## src/rtl/arb_types.sv

```systemverilog
`default_nettype none
// ============================================================================
//  Module      : arb_types (package)
//  Description : Shared types and constants for the memory port arbiter.
//                arb_state_t : two-state transaction FSM encoding.
//                ARB_RR      : round-robin arbitration policy selector.
//                ARB_FIXED   : fixed-priority policy selector (port 0 wins).
//  Revision    : 1.0 - initial release
// ============================================================================
package arb_types;

    typedef enum logic [0:0] {
        ARB_IDLE = 1'b0,
        ARB_BUSY = 1'b1
    } arb_state_t;

    localparam int ARB_RR    = 0;
    localparam int ARB_FIXED = 1;

endpackage : arb_types
`default_nettype wire

```

## src/rtl/rr_priority_picker.sv

```systemverilog
`default_nettype none
// ============================================================================
//  Module      : rr_priority_picker
//  Description : Combinational request picker. In round-robin mode the
//                search begins at start_i and wraps; in fixed mode it begins
//                at index 0. The first requester found wins.
//  Ports       : req_i        - request vector, one bit per client
//                start_i      - first index searched in round-robin mode
//                fixed_i      - 1 = fixed priority, 0 = round-robin
//                valid_o      - at least one client is requesting
//                idx_o        - winning client index (0 when none)
//  Revision    : 1.0 - initial release
// ============================================================================
module rr_priority_picker #(
    parameter int NUM_PORTS = 2,
    parameter int IDX_W     = $clog2(NUM_PORTS)
) (
    input  logic [NUM_PORTS-1:0] req_i,
    input  logic [IDX_W-1:0]     start_i,
    input  logic                 fixed_i,
    output logic                 valid_o,
    output logic [IDX_W-1:0]     idx_o
);

    int               w_cand;
    logic [IDX_W-1:0] w_cand_idx;

    always_comb begin
        valid_o    = 1'b0;
        idx_o      = '0;
        w_cand     = 0;
        w_cand_idx = '0;
        for (int k = 0; k < NUM_PORTS; k++) begin
            // Candidate order: identity for fixed, rotated by start_i otherwise.
            w_cand     = fixed_i ? k : ((int'(start_i) + k) % NUM_PORTS);
            w_cand_idx = IDX_W'(w_cand);
            if (!valid_o && req_i[w_cand_idx]) begin
                valid_o = 1'b1;
                idx_o   = w_cand_idx;
            end
        end
    end

endmodule : rr_priority_picker
`default_nettype wire

```

## src/rtl/mem_port_arbiter.sv

```systemverilog
`default_nettype none
// ============================================================================
//  Module      : mem_port_arbiter
//  Description : Shares one memory port among NUM_PORTS requesters. In IDLE
//                a winner is chosen (round-robin or fixed priority) and its
//                command is latched; in BUSY the memory side is driven only
//                from the latch until mem_resp, which is forwarded as a
//                one-cycle pulse to the granted client.
//  Ports       : clk, reset          - clock, async active-high reset
//                req_read/req_write  - per-client commands
//                req_wmask/address/wdata - per-client payload slices
//                req_resp/req_rdata  - completion pulse and broadcast data
//                mem_*               - shared memory port
//                gnt_idx             - current or last granted client
//                busy                - transaction outstanding
//  Revision    : 1.0 - initial release
// ============================================================================
module mem_port_arbiter
    import arb_types::*;
#(
    parameter int NUM_PORTS     = 2,
    parameter int ADDR_WIDTH    = 32,
    parameter int DATA_WIDTH    = 32,
    parameter int PRIORITY_MODE = 0
) (
    input  logic                                  clk,
    input  logic                                  reset,
    input  logic [NUM_PORTS-1:0]                  req_read,
    input  logic [NUM_PORTS-1:0]                  req_write,
    input  logic [NUM_PORTS*(DATA_WIDTH/8)-1:0]   req_wmask,
    input  logic [NUM_PORTS*ADDR_WIDTH-1:0]       req_address,
    input  logic [NUM_PORTS*DATA_WIDTH-1:0]       req_wdata,
    output logic [NUM_PORTS-1:0]                  req_resp,
    output logic [DATA_WIDTH-1:0]                 req_rdata,
    output logic                                  mem_read,
    output logic                                  mem_write,
    output logic [DATA_WIDTH/8-1:0]               mem_wmask,
    output logic [ADDR_WIDTH-1:0]                 mem_address,
    output logic [DATA_WIDTH-1:0]                 mem_wdata,
    input  logic                                  mem_resp,
    input  logic [DATA_WIDTH-1:0]                 mem_rdata,
    output logic [$clog2(NUM_PORTS)-1:0]          gnt_idx,
    output logic                                  busy
);

    localparam int C_IDX_W  = $clog2(NUM_PORTS);
    localparam int C_MASK_W = DATA_WIDTH / 8;

    arb_state_t            state_q,    state_d;
    logic                  read_q,     read_d;
    logic                  write_q,    write_d;
    logic [ADDR_WIDTH-1:0] addr_q,     addr_d;
    logic [DATA_WIDTH-1:0] wdata_q,    wdata_d;
    logic [C_MASK_W-1:0]   wmask_q,    wmask_d;
    logic [C_IDX_W-1:0]    gnt_q,      gnt_d;
    logic [C_IDX_W-1:0]    last_gnt_q, last_gnt_d;

    logic [NUM_PORTS-1:0]  w_req;
    logic [C_IDX_W-1:0]    w_start;
    logic                  w_fixed;
    logic                  w_valid;
    logic [C_IDX_W-1:0]    w_win;
    logic                  w_busy;

    assign w_req   = req_read | req_write;
    assign w_fixed = (PRIORITY_MODE == ARB_FIXED);
    // Round-robin search begins one past the last grant, wrapping at NUM_PORTS.
    assign w_start = (last_gnt_q == C_IDX_W'(NUM_PORTS - 1)) ? '0
                                                             : last_gnt_q + C_IDX_W'(1);

    rr_priority_picker #(
        .NUM_PORTS (NUM_PORTS),
        .IDX_W     (C_IDX_W)
    ) u_picker (
        .req_i   (w_req),
        .start_i (w_start),
        .fixed_i (w_fixed),
        .valid_o (w_valid),
        .idx_o   (w_win)
    );

    always_comb begin
        state_d    = state_q;
        read_d     = read_q;
        write_d    = write_q;
        addr_d     = addr_q;
        wdata_d    = wdata_q;
        wmask_d    = wmask_q;
        gnt_d      = gnt_q;
        last_gnt_d = last_gnt_q;
        case (state_q)
            ARB_IDLE: begin
                if (w_valid) begin
                    state_d    = ARB_BUSY;
                    gnt_d      = w_win;
                    last_gnt_d = w_win;
                    // A simultaneous read and write is recorded as a write.
                    write_d    = req_write[w_win];
                    read_d     = req_read[w_win] & ~req_write[w_win];
                    addr_d     = req_address[w_win*ADDR_WIDTH +: ADDR_WIDTH];
                    wdata_d    = req_wdata[w_win*DATA_WIDTH +: DATA_WIDTH];
                    wmask_d    = req_wmask[w_win*C_MASK_W +: C_MASK_W];
                end
            end
            ARB_BUSY: begin
                if (mem_resp) begin
                    state_d = ARB_IDLE;
                    read_d  = 1'b0;
                    write_d = 1'b0;
                end
            end
            default: begin
                state_d = ARB_IDLE;
                read_d  = 1'b0;
                write_d = 1'b0;
            end
        endcase
    end

    always_ff @(posedge clk or posedge reset) begin
        if (reset) begin
            state_q    <= ARB_IDLE;
            read_q     <= 1'b0;
            write_q    <= 1'b0;
            addr_q     <= '0;
            wdata_q    <= '0;
            wmask_q    <= '0;
            gnt_q      <= '0;
            last_gnt_q <= C_IDX_W'(NUM_PORTS - 1);
        end else begin
            state_q    <= state_d;
            read_q     <= read_d;
            write_q    <= write_d;
            addr_q     <= addr_d;
            wdata_q    <= wdata_d;
            wmask_q    <= wmask_d;
            gnt_q      <= gnt_d;
            last_gnt_q <= last_gnt_d;
        end
    end

    assign w_busy      = (state_q == ARB_BUSY);
    assign busy        = w_busy;
    assign gnt_idx     = gnt_q;
    // Command bits are cleared on completion, so they are low in IDLE.
    assign mem_read    = read_q;
    assign mem_write   = write_q;
    assign mem_address = addr_q;
    assign mem_wdata   = wdata_q;
    assign mem_wmask   = wmask_q;
    assign req_rdata   = mem_rdata;

    always_comb begin
        req_resp = '0;
        if (w_busy && mem_resp) begin
            req_resp[gnt_q] = 1'b1;
        end
    end

endmodule : mem_port_arbiter
`default_nettype wire
```

## config.mk

```make
export PLATFORM = sky130hd
export DESIGN_NAME = mem_port_arbiter
export DESIGN_NICKNAME = d
export VERILOG_FILES = /design/src/rtl/arb_types.sv /design/src/rtl/rr_priority_picker.sv /design/src/rtl/mem_port_arbiter.sv
export SDC_FILE = /design/constraint.sdc
export NUM_CORES = 1
export LEC_CHECK = 0
export ABC_CLOCK_PERIOD_IN_PS = 3200
export CAP_MARGIN = 20
export CORE_UTILIZATION = 35
export DETAILED_ROUTE_END_ITERATION = 10
export PLACE_DENSITY = 0.81
export RECOVER_POWER = 50
export SLEW_MARGIN = 40
export SYNTH_ARGS = -nofsm -noshare
export SYNTH_HDL_FRONTEND = slang
export SYNTH_SLANG_ARGS = --single-unit
```

## constraint.sdc

```tcl
create_clock -name clk -period 3.2 [get_ports clk]
set_clock_uncertainty 0.15 [all_clocks]
set_input_delay 0.64 -clock clk [delete_from_list [all_inputs] [get_ports clk]]
set_output_delay 0.64 -clock clk [all_outputs]
set_load 0.01 [all_outputs]
```

# Yosys cells after proc, flatten, opt, wreduce, memory -nomap -nowiden
# Index checks and enable logic that the tools add are counted.
[totals] register_bits=73 latchBits=0 ram_bits=0 rom_bits=0 in_bits=175 output_inout_bits=106 elab_cells=54 n_memories=0
[op_classes] add_sub_neg=2 multipliers=0 div=0 order_cmp=5 eq_ne=2 shifts=3 muxes=24 n_bitwise=4 n_reduce_logical=6
[ops] operator="variable part select 64 x 7 -> 32 bit" n=2
[ops] operator="two-way mux 1 bit" n=19
[ops] operator="less-than comparator 1 x 2 -> 1 bit (second input constant)" n=4
[ops] operator="variable part select 8 x 4 -> 4 bit" n=1
[ops] operator="one-hot mux 1 bit (2 select lines)" n=3
[ops] operator="AND reduction 2 bit" n=2
[ops] operator="logical AND 1 bit" n=3
[ops] operator="adder 1 bit (second input constant)" n=2
[ops] operator="two-way mux 2 bit" n=1
[ops] operator="inequality test 2 x 1 -> 1 bit (second input constant)" n=1
[ops] operator="inequality test 2 bit (second input constant)" n=1
[ops] operator="NOT 1 bit" n=2
[ops] operator="bitwise OR 2 bit" n=1
[ops] operator="AND 1 bit" n=1
[ops] operator="demux 1 bit (select 1 bit)" n=1
[ops] operator=">= comparator 1 bit (second input constant)" n=1
[ops] operator="zero test 1 bit" n=1

# Longest topological paths before layout
# Gate-level depths: netlist (run 1).
[depth] word_depth=14 ltp_mapped=6 depth_no_buf=3

# Modules after synthesis
# Synthesis (run 1) repeated with hierarchy kept, for this count alone.
[unflattened] cells_unflattened=359 hier_area_um2=3727.3
[by_module_without_submodules] module="mem_port_arbiter" n_inst=1 cells_per_inst=356 area_per_inst_um2=3707.3 seq_area_each_um2=1828.0
[by_module_without_submodules] module="rr_priority_picker" n_inst=1 cells_per_inst=3 area_per_inst_um2=20.0 seq_area_each_um2=0.0

# Worst setup path after synthesis (run 1)
# Ideal clock, no wire load.
[synth_timing] kind="input -> register" from="in req_write[1]" to="reg write_q, in the netlist mem_write" setup_ps=122 arrival_time_ps=1763 required_ps=2928 slack_ps=1165 stages=4 n_path_buf=1 cell_sequence="nor4_2 -> nor2_1 -> clkbuf_1 -> o2111a_1"
[synth_between] elab_chain_cells=11 elab_cells_between_ends=17 classes_between="eq/ne (1); mux (12); bitwise (1); reduce/logical (3)"
[synth_lines] item="start, declared" line_no="mem_port_arbiter.sv:29" rtl="input logic [NUM_PORTS-1:0] req_write,"
[synth_lines] item="bitwise OR 2 bit" line_no="mem_port_arbiter.sv:65" rtl="assign w_req = req_read | req_write;"
[synth_lines] item="two-way mux 1 bit (implied by the code) (2 in a row)" line_no="rr_priority_picker.sv:37" rtl="if (!valid_o && req_i[w_cand_idx]) begin"
[synth_lines] item="two-way mux 1 bit" line_no="rr_priority_picker.sv:37"
[synth_lines] item="zero test 1 bit" line_no="rr_priority_picker.sv:37"
[synth_lines] item="logical AND 1 bit" line_no="rr_priority_picker.sv:37"
[synth_lines] item="two-way mux 1 bit" line_no="rr_priority_picker.sv:37"
[synth_lines] item="two-way mux 1 bit (implied by the code) (2 in a row)" line_no="mem_port_arbiter.sv:98" rtl="write_d = req_write[w_win];"
[synth_lines] item="two-way mux 1 bit" line_no="mem_port_arbiter.sv:93" rtl="if (w_valid) begin"
[synth_lines] item="one-hot mux 1 bit (2 select lines)" line_no="mem_port_arbiter.sv:91" rtl="case (state_q)"
[synth_lines] item="end signal, assigned" line_no="mem_port_arbiter.sv:133" rtl="write_q <= write_d;"
[synth_lines] item="end, declared" line_no="mem_port_arbiter.sv:51" rtl="logic write_q, write_d;"
# Parallel ways exist; a longest one is shown, timed or not. The select of a mux whose other input is x is not followed.
# A chain may end at the register's enable or synchronous reset.

# Worst setup path after layout (run 1)
[layout_timing] from="in mem_resp" to="out req_resp[0]"
[layout_between] elab_chain_cells=2
[layout_lines] item="start, declared" line_no="mem_port_arbiter.sv:40" rtl="input logic mem_resp,"
[layout_lines] item="logical AND 1 bit" line_no="mem_port_arbiter.sv:155" rtl="if (w_busy && mem_resp) begin"
[layout_lines] item="two-way mux 2 bit" line_no="mem_port_arbiter.sv:155"
[layout_lines] item="end, declared" line_no="mem_port_arbiter.sv:33" rtl="output logic [NUM_PORTS-1:0] req_resp,"
# Every way passes these cells.

==> results of run 1 <==
-- kinds of logic after synthesis --
family,share of synthesized area (%)
and+or+nand+nor,1.84
DFF,46.4
AOI/OAI and AO/OA,40.4
buffers and inverters,11.1
muxes,0.254
-- flip-flops by register name, summed over array words and instances (netlist names) --
signal	cells
mem_address	32
mem_wdata	32
mem_wmask	4
busy	1
gnt_idx	1
last_gnt_q	1
mem_read	1
mem_write	1
-- power groups by stage --
stage	registers, mW	logic, mW	clock network, mW
after floorplan	1.35	0.512	0
after global placement	1.28	1.28	0
after detailed placement	1.28	1.33	0
after CTS	1.27	1.33	0.805
after global routing	1.30	1.38	0.852
final	1.27	1.30	0.785
-- placed cells by master, fill, tap and decap left out, drive strengths merged --
cell           instances
dfrtp                 72
mux2i                  1
o21ai                 70
o2111a                 1
nand2                  2
clkinv                 3
dlygate4sd3           22
and3                   1
a311oi                68
clkinvlp               2
a21o                   2
bufinv                 2
clkdlybuf4s50        194
o211ai                 1
nor2b                  1
a21boi                 1
buf                   16
o21a                   1
nand3b                 1
nor3                   1
dfstp                  1
a2bb2oi               68
nor4                   1
or2                    2
nor2                   4
clkbuf                10
-- worst min-delay path by stage --
stage                                  end  slack (ns)  depth (start not counted)
5_1_grt         mem_address[0]$_DFFE_PP0P_        0.41                          1
3_5_place_dp     mem_wdata[30]$_DFFE_PP0P_        0.38                          1
2_1_floorplan       last_gnt_q$_DFFE_PP1P_        0.36                          1
6_report        mem_address[6]$_DFFE_PP0P_        0.39                          1
4_1_cts        mem_address[10]$_DFFE_PP0P_        0.40                          1
3_3_place_gp    mem_address[0]$_DFFE_PP0P_        0.37                          1
-- final cells by class --
type                       instances  area [µm²]  share of cell area [%]
timing repair buffer             232        2330                    37.3
sequential                        73        1830                    29.2
multi-input combinational        226        1710                    27.3
tap                              140         175                    2.80
clock buffer                      10         128                    2.04
clock inverter                     6        82.6                    1.32
inverter                           1        5.00                  0.0799
-- metrics by stage --
stage	std cells	util, %	total power, mW	hold WS, ns	worst slack [ns]
2_1_floorplan	383	-	1.87	0.363	0.558
3_3_place_gp	670	55.3	2.56	0.371	0.169
3_5_place_dp	672	55.6	2.61	0.381	0.311
4_1_cts	688	57.5	3.40	0.401	0.409
5_1_grt	688	57.5	3.53	0.411	0.381
6_report	688	57.5	3.36	0.395	0.436
-- metal layers --
metal	GRT usage [%]	wire, µm	up-vias
met5	0	0	-
met4	9.10	331	0
met3	5.24	1110	31
met2	40.9	7280	226
met1	28.7	5410	2025
li1	-	-	1826
-- worst max-delay path: cells and delay by family --
| family | cells | cell delay, ns |
|---|---|---|
| buffers and inverters | 2 | 1.07 |
| and+or+nand+nor | 2 | 0.25 |
==> flow_summary.toml, run 1 <==
[power]
internal-power_mw = 2.32
ir_drop_mv = 0.282
p_sw_mw = 1.03
leakagePower_nw = 2.32
p_per_area_nw_per_um2 = 536
p_sw_share_pct = 30.8
comb_power_share_pct = 38.7
p_clk_share_pct = 23.4
seq_power_share_pct = 37.9

[timing]
period_minus_slack_ns = 2.76
fin_setup_tns_ns = 0
fmax_mhz = 362
max_slew.worst_pin.slew_ns = 1.75
setup_viol = 0
fin_crit_sh_pct = 86.4
rsz0062_at_grt = "no"
slew-limit-headroom_pct = -17.4
finalHoldViolCount = 0
slew_viol_final = 37

[clock_tree]
insertion_delay_ns = 0.33
cts_setup_buffers = 0
cts_inserted_buffers = 9
cts-root-buf = "clkbuf_8"
htree_levels = 3
cts.path.max_buffers = 2
clock_sinks = 73
cts_tree = "done"
cts_resized = 0
clk_pin_slew_ns = 0.07
cts_hold_buf = 0

[synth]
yosys_register_bits = 73
ys_warn_count = 0
netlist_top_cells_area = "dfrtp_1 46%, a2bb2oi_1 15%, a311oi_1 15%, o21ai_0 8.1%, buf_4 6.1%"
async_flop_share_pct = 100
syn_avg_cell_area_um2 = 10.3
synth_edf_count = 0
yosysMostFrequentCell = "dfrtp_1"
syn_area_um2 = 3940
synth.distinct_cells = 25
synth_flop_cell = "dfrtp_1"
synth_fp_nets = 558
ys_seq_area_share_pct = 46.4
ys_top_cells_by_count = "72 x dfrtp_1, 68 x a2bb2oi_1, 68 x a311oi_1, 64 x o21ai_0, 47 x clkbuf_1"
synthCells = 383
synth_top_area_share_pct = 45.7
yosysTopAreaCell = "dfrtp_1"

[global_routing]
grt_pass1_vias = 4182
grt_max_degree = 71
antenna_found_initial = 0
track_usage_pct = 23.7
grt.overflow.total = 0
grt_pass1_wl_um = 21500

[floorplan]
core_area_um2 = 10900
die_height_um = 108
initial_utilization_pct = 36.2
io_pins = 281
die_area_um2 = 11700
row_count = 38
die_x_um = 108

[worst_setup_path]
reg2reg_depth = 3
critPathCapture = "req_resp[0]"
critPathCaptureType = "output pin"
critPathKind = "primary input to output pin"
cp_slowest_cell = "clkdlybuf4s50_1"
cp_cell_sequence = "clkdlybuf4s50_1 -> nand2_1 -> nor2_1 -> clkdlybuf4s50_1"
r2r_end = "mem_wdata[4]$_DFFE_PP0P_"
slowest_delay_ns = 0.55
startpoint_type = "primary input"
cp_data_arrival_time_ns = 1.97
reg2reg_from = "busy$_DFF_PP0_"
required_ns = 2.41
reg2reg_slack_ns = 1.20
cp-startpoint = "mem_resp"
critPathMaxFanout = 3
cp_common_cell = "clkdlybuf4s50_1"

[placement]
placed_area_um2 = 6050
place_congestion = 0.819
port_buffers = 216
dpl.hpwl_um = 9720

[run_status]
violations = "max-capacitance violations, max-slew violations"
status = "finished, violations left"

[cells_and_area]
fin_nets = 718
antenna_cells = 0
synthToLayoutAreaGrowth_pct = 59.0
final_area_um2 = 6260
drive_gt1_share_pct = 7.30
nFillCells = 974

[detailed_routing]
vias_per_cell = 5.97
wl_per_cell_um = 20.5
drt_iter0_drc = 266
vias = 4108
drc_errors = 0
totalWireLength_um = 14100
drt_pass1_iterations = 7
ant_nets = 0

[worst_hold_path]
hp-start = "mem_address[6]$_DFFE_PP0P_"
hold_class = "flop to flop"

[run]
max_cap_violations = 1
Power figures use the tool's default switching activity.
==> run 2: changes to the inputs <==
==> constraint.sdc (replaced) <==
create_clock -name clk -period 3.2 [get_ports clk]
set_clock_uncertainty 0.15 [all_clocks]
set_input_delay 0.8 -clock clk [delete_from_list [all_inputs] [get_ports clk]]
set_output_delay 0.8 -clock clk [all_outputs]
set_load 0.01 [all_outputs]
==> run 2 against run 1 <==
Net effect: the flow now finishes without violations; cell count decreased by 0.44%; sequential cell count unchanged; total power is 4.7% lower.
==> flow_summary.toml, run 2 (synthesis gave the netlist of run 1 again) <==
[timing]
fmax_mhz = 334
max_slew.worst_pin.slew_ns = 1.42
fin_ws_ns = 0.202
setup_viol = 0
fin_setup_tns_ns = 0
period_minus_slack_ns = 3.00
slew-limit-headroom_pct = 4.99
slew_viol_final = 0
finalHoldViolCount = 0
rsz0062_at_grt = "no"
fin_crit_sh_pct = 93.7

[floorplan]
io_pins = 281
die_x_um = 108
row_count = 38
initial_utilization_pct = 36.2
die_area_um2 = 11700
die_height_um = 108
core_area_um2 = 10900

[clock_tree]
cts_setup_buffers = 0
cts_inserted_buffers = 9
cts_tree = "done"
cts-root-buf = "clkbuf_8"
clk_pin_slew_ns = 0.08
insertion_delay_ns = 0.34
htree_levels = 3
cts_hold_buf = 0
cts_resized = 0
clock_sinks = 73
cts.path.max_buffers = 2

[worst_setup_path]
critPathMaxFanout = 3
worst-path-buf-inv = 2
reg2reg_from = "busy$_DFF_PP0_"
cpLargestDelayFamily = "buffers and inverters"
cp_cell_sequence = "clkdlybuf4s50_1 -> nand2_1 -> nor2_1 -> clkdlybuf4s50_1"
startpoint_type = "primary input"
r2r_end = "mem_wdata[8]$_DFFE_PP0P_"
required_ns = 2.25
reg2reg_depth = 4
reg2reg_slack_ns = 0.94
cp_data_arrival_time_ns = 2.05
critPathKind = "primary input to output pin"
slowest_delay_ns = 0.55
cp_slowest_cell = "clkdlybuf4s50_1"
crit_cells = 4
critPathCaptureType = "output pin"
cp_common_cell = "clkdlybuf4s50_1"

[detailed_routing]
wl_per_cell_um = 20.7
totalWireLength_um = 14200
drc_errors = 0
vias = 4110
vias_per_cell = 6.00
drt_pass1_iterations = 4
drt_iter0_drc = 289
ant_nets = 0

[global_routing]
use_met2_pct = 40.2
grt.overflow.total = 0
grt.busiest_layer = "met2"
track_usage_pct = 23.9
grt.met3_usage_pct = 4.82
antenna_found_initial = 0
grt_pass1_vias = 4265
grt_pass1_wl_um = 21600
met1_usage_pct = 28.5
grt_max_degree = 71

[placement]
dpl.hpwl_um = 9510
place_congestion = 0.809
port_buffers = 216
place_ws_ns = 0.161

[power]
leakagePower_nw = 2.28
ir_drop_mv = 0.252
p_per_area_nw_per_um2 = 516

[worst_hold_path]
hold_class = "flop to flop"
hp-start = "mem_address[0]$_DFFE_PP0P_"
min_to = "mem_address[0]$_DFFE_PP0P_"
holdPathStages = 1

[cells_and_area]
nFillCells = 954
final_common_cell = "clkdlybuf4s50_1"
synthToLayoutAreaGrowth_pct = 57.4
mostFrequentLayoutCells = "194 x clkdlybuf4s50_1, 71 x dfrtp_1, 68 x a311oi_1, 68 x a2bb2oi_1, 64 x o21ai_0"
utilization_pct = 56.9
fin_nets = 715
antenna_cells = 0
drive_gt1_share_pct = 6.79

[run_status]
status = "complete, no violations"

[run]
max_cap_violations = 0
==> run 2: routing by layer <==
| layer | wire length (µm) | share of wire [%] | up-vias |
|---|---|---|---|
| li1 | - | - | 1830 |
| met3 | 940 | 6.6 | 41 |
| met1 | 5680 | 40 | 2026 |
| met2 | 7100 | 50 | 213 |
| met5 | 0 | 0 | - |
| met4 | 484 | 3.4 | 0 |
==> run 2: per-stage QoR <==
step	area, µm²	total power [mW]	std cells	hold slack, ns
final	6200	3.20	685	0.390
after global placement	6030	2.57	668	0.373
after floorplan	3940	1.87	383	0.363
after detailed placement	6030	2.60	668	0.379
after CTS	6200	3.24	684	0.404
after global routing	6200	3.37	685	0.411
==> run 2: cell type report <==
type,count,area (µm²),area share [%]
clock buffers,10,128,2.06
clock inverters,6,35.0,0.565
inverters,1,5.00,0.0807
multi-input cells,226,1710,27.6
flip-flops and latches,73,1830,29.5
well taps,140,175,2.83
repair buffers,229,2320,37.4
==> run 2: worst max-delay path by stage <==
| stage | start | end | slack, ns |
|---|---|---|---|
| after global placement | mem_resp | req_resp[0] | 0.21 |
| final | mem_resp | req_resp[0] | 0.20 |
| after global routing | reset | busy$_DFF_PP0_ | 0.14 |
| after floorplan | reset | busy$_DFF_PP0_ | 0.40 |
| after detailed placement | req_write[0] | mem_address[14]$_DFFE_PP0P_ | 0.16 |
| after CTS | mem_resp | req_resp[0] | 0.20 |
==> run 2: where the power goes <==
| part | switching [mW] | internal (mW) |
|---|---|---|
| clock | 0.353 | 0.276 |
| sequential | 0.133 | 1.13 |
| combinational | 0.551 | 0.755 |
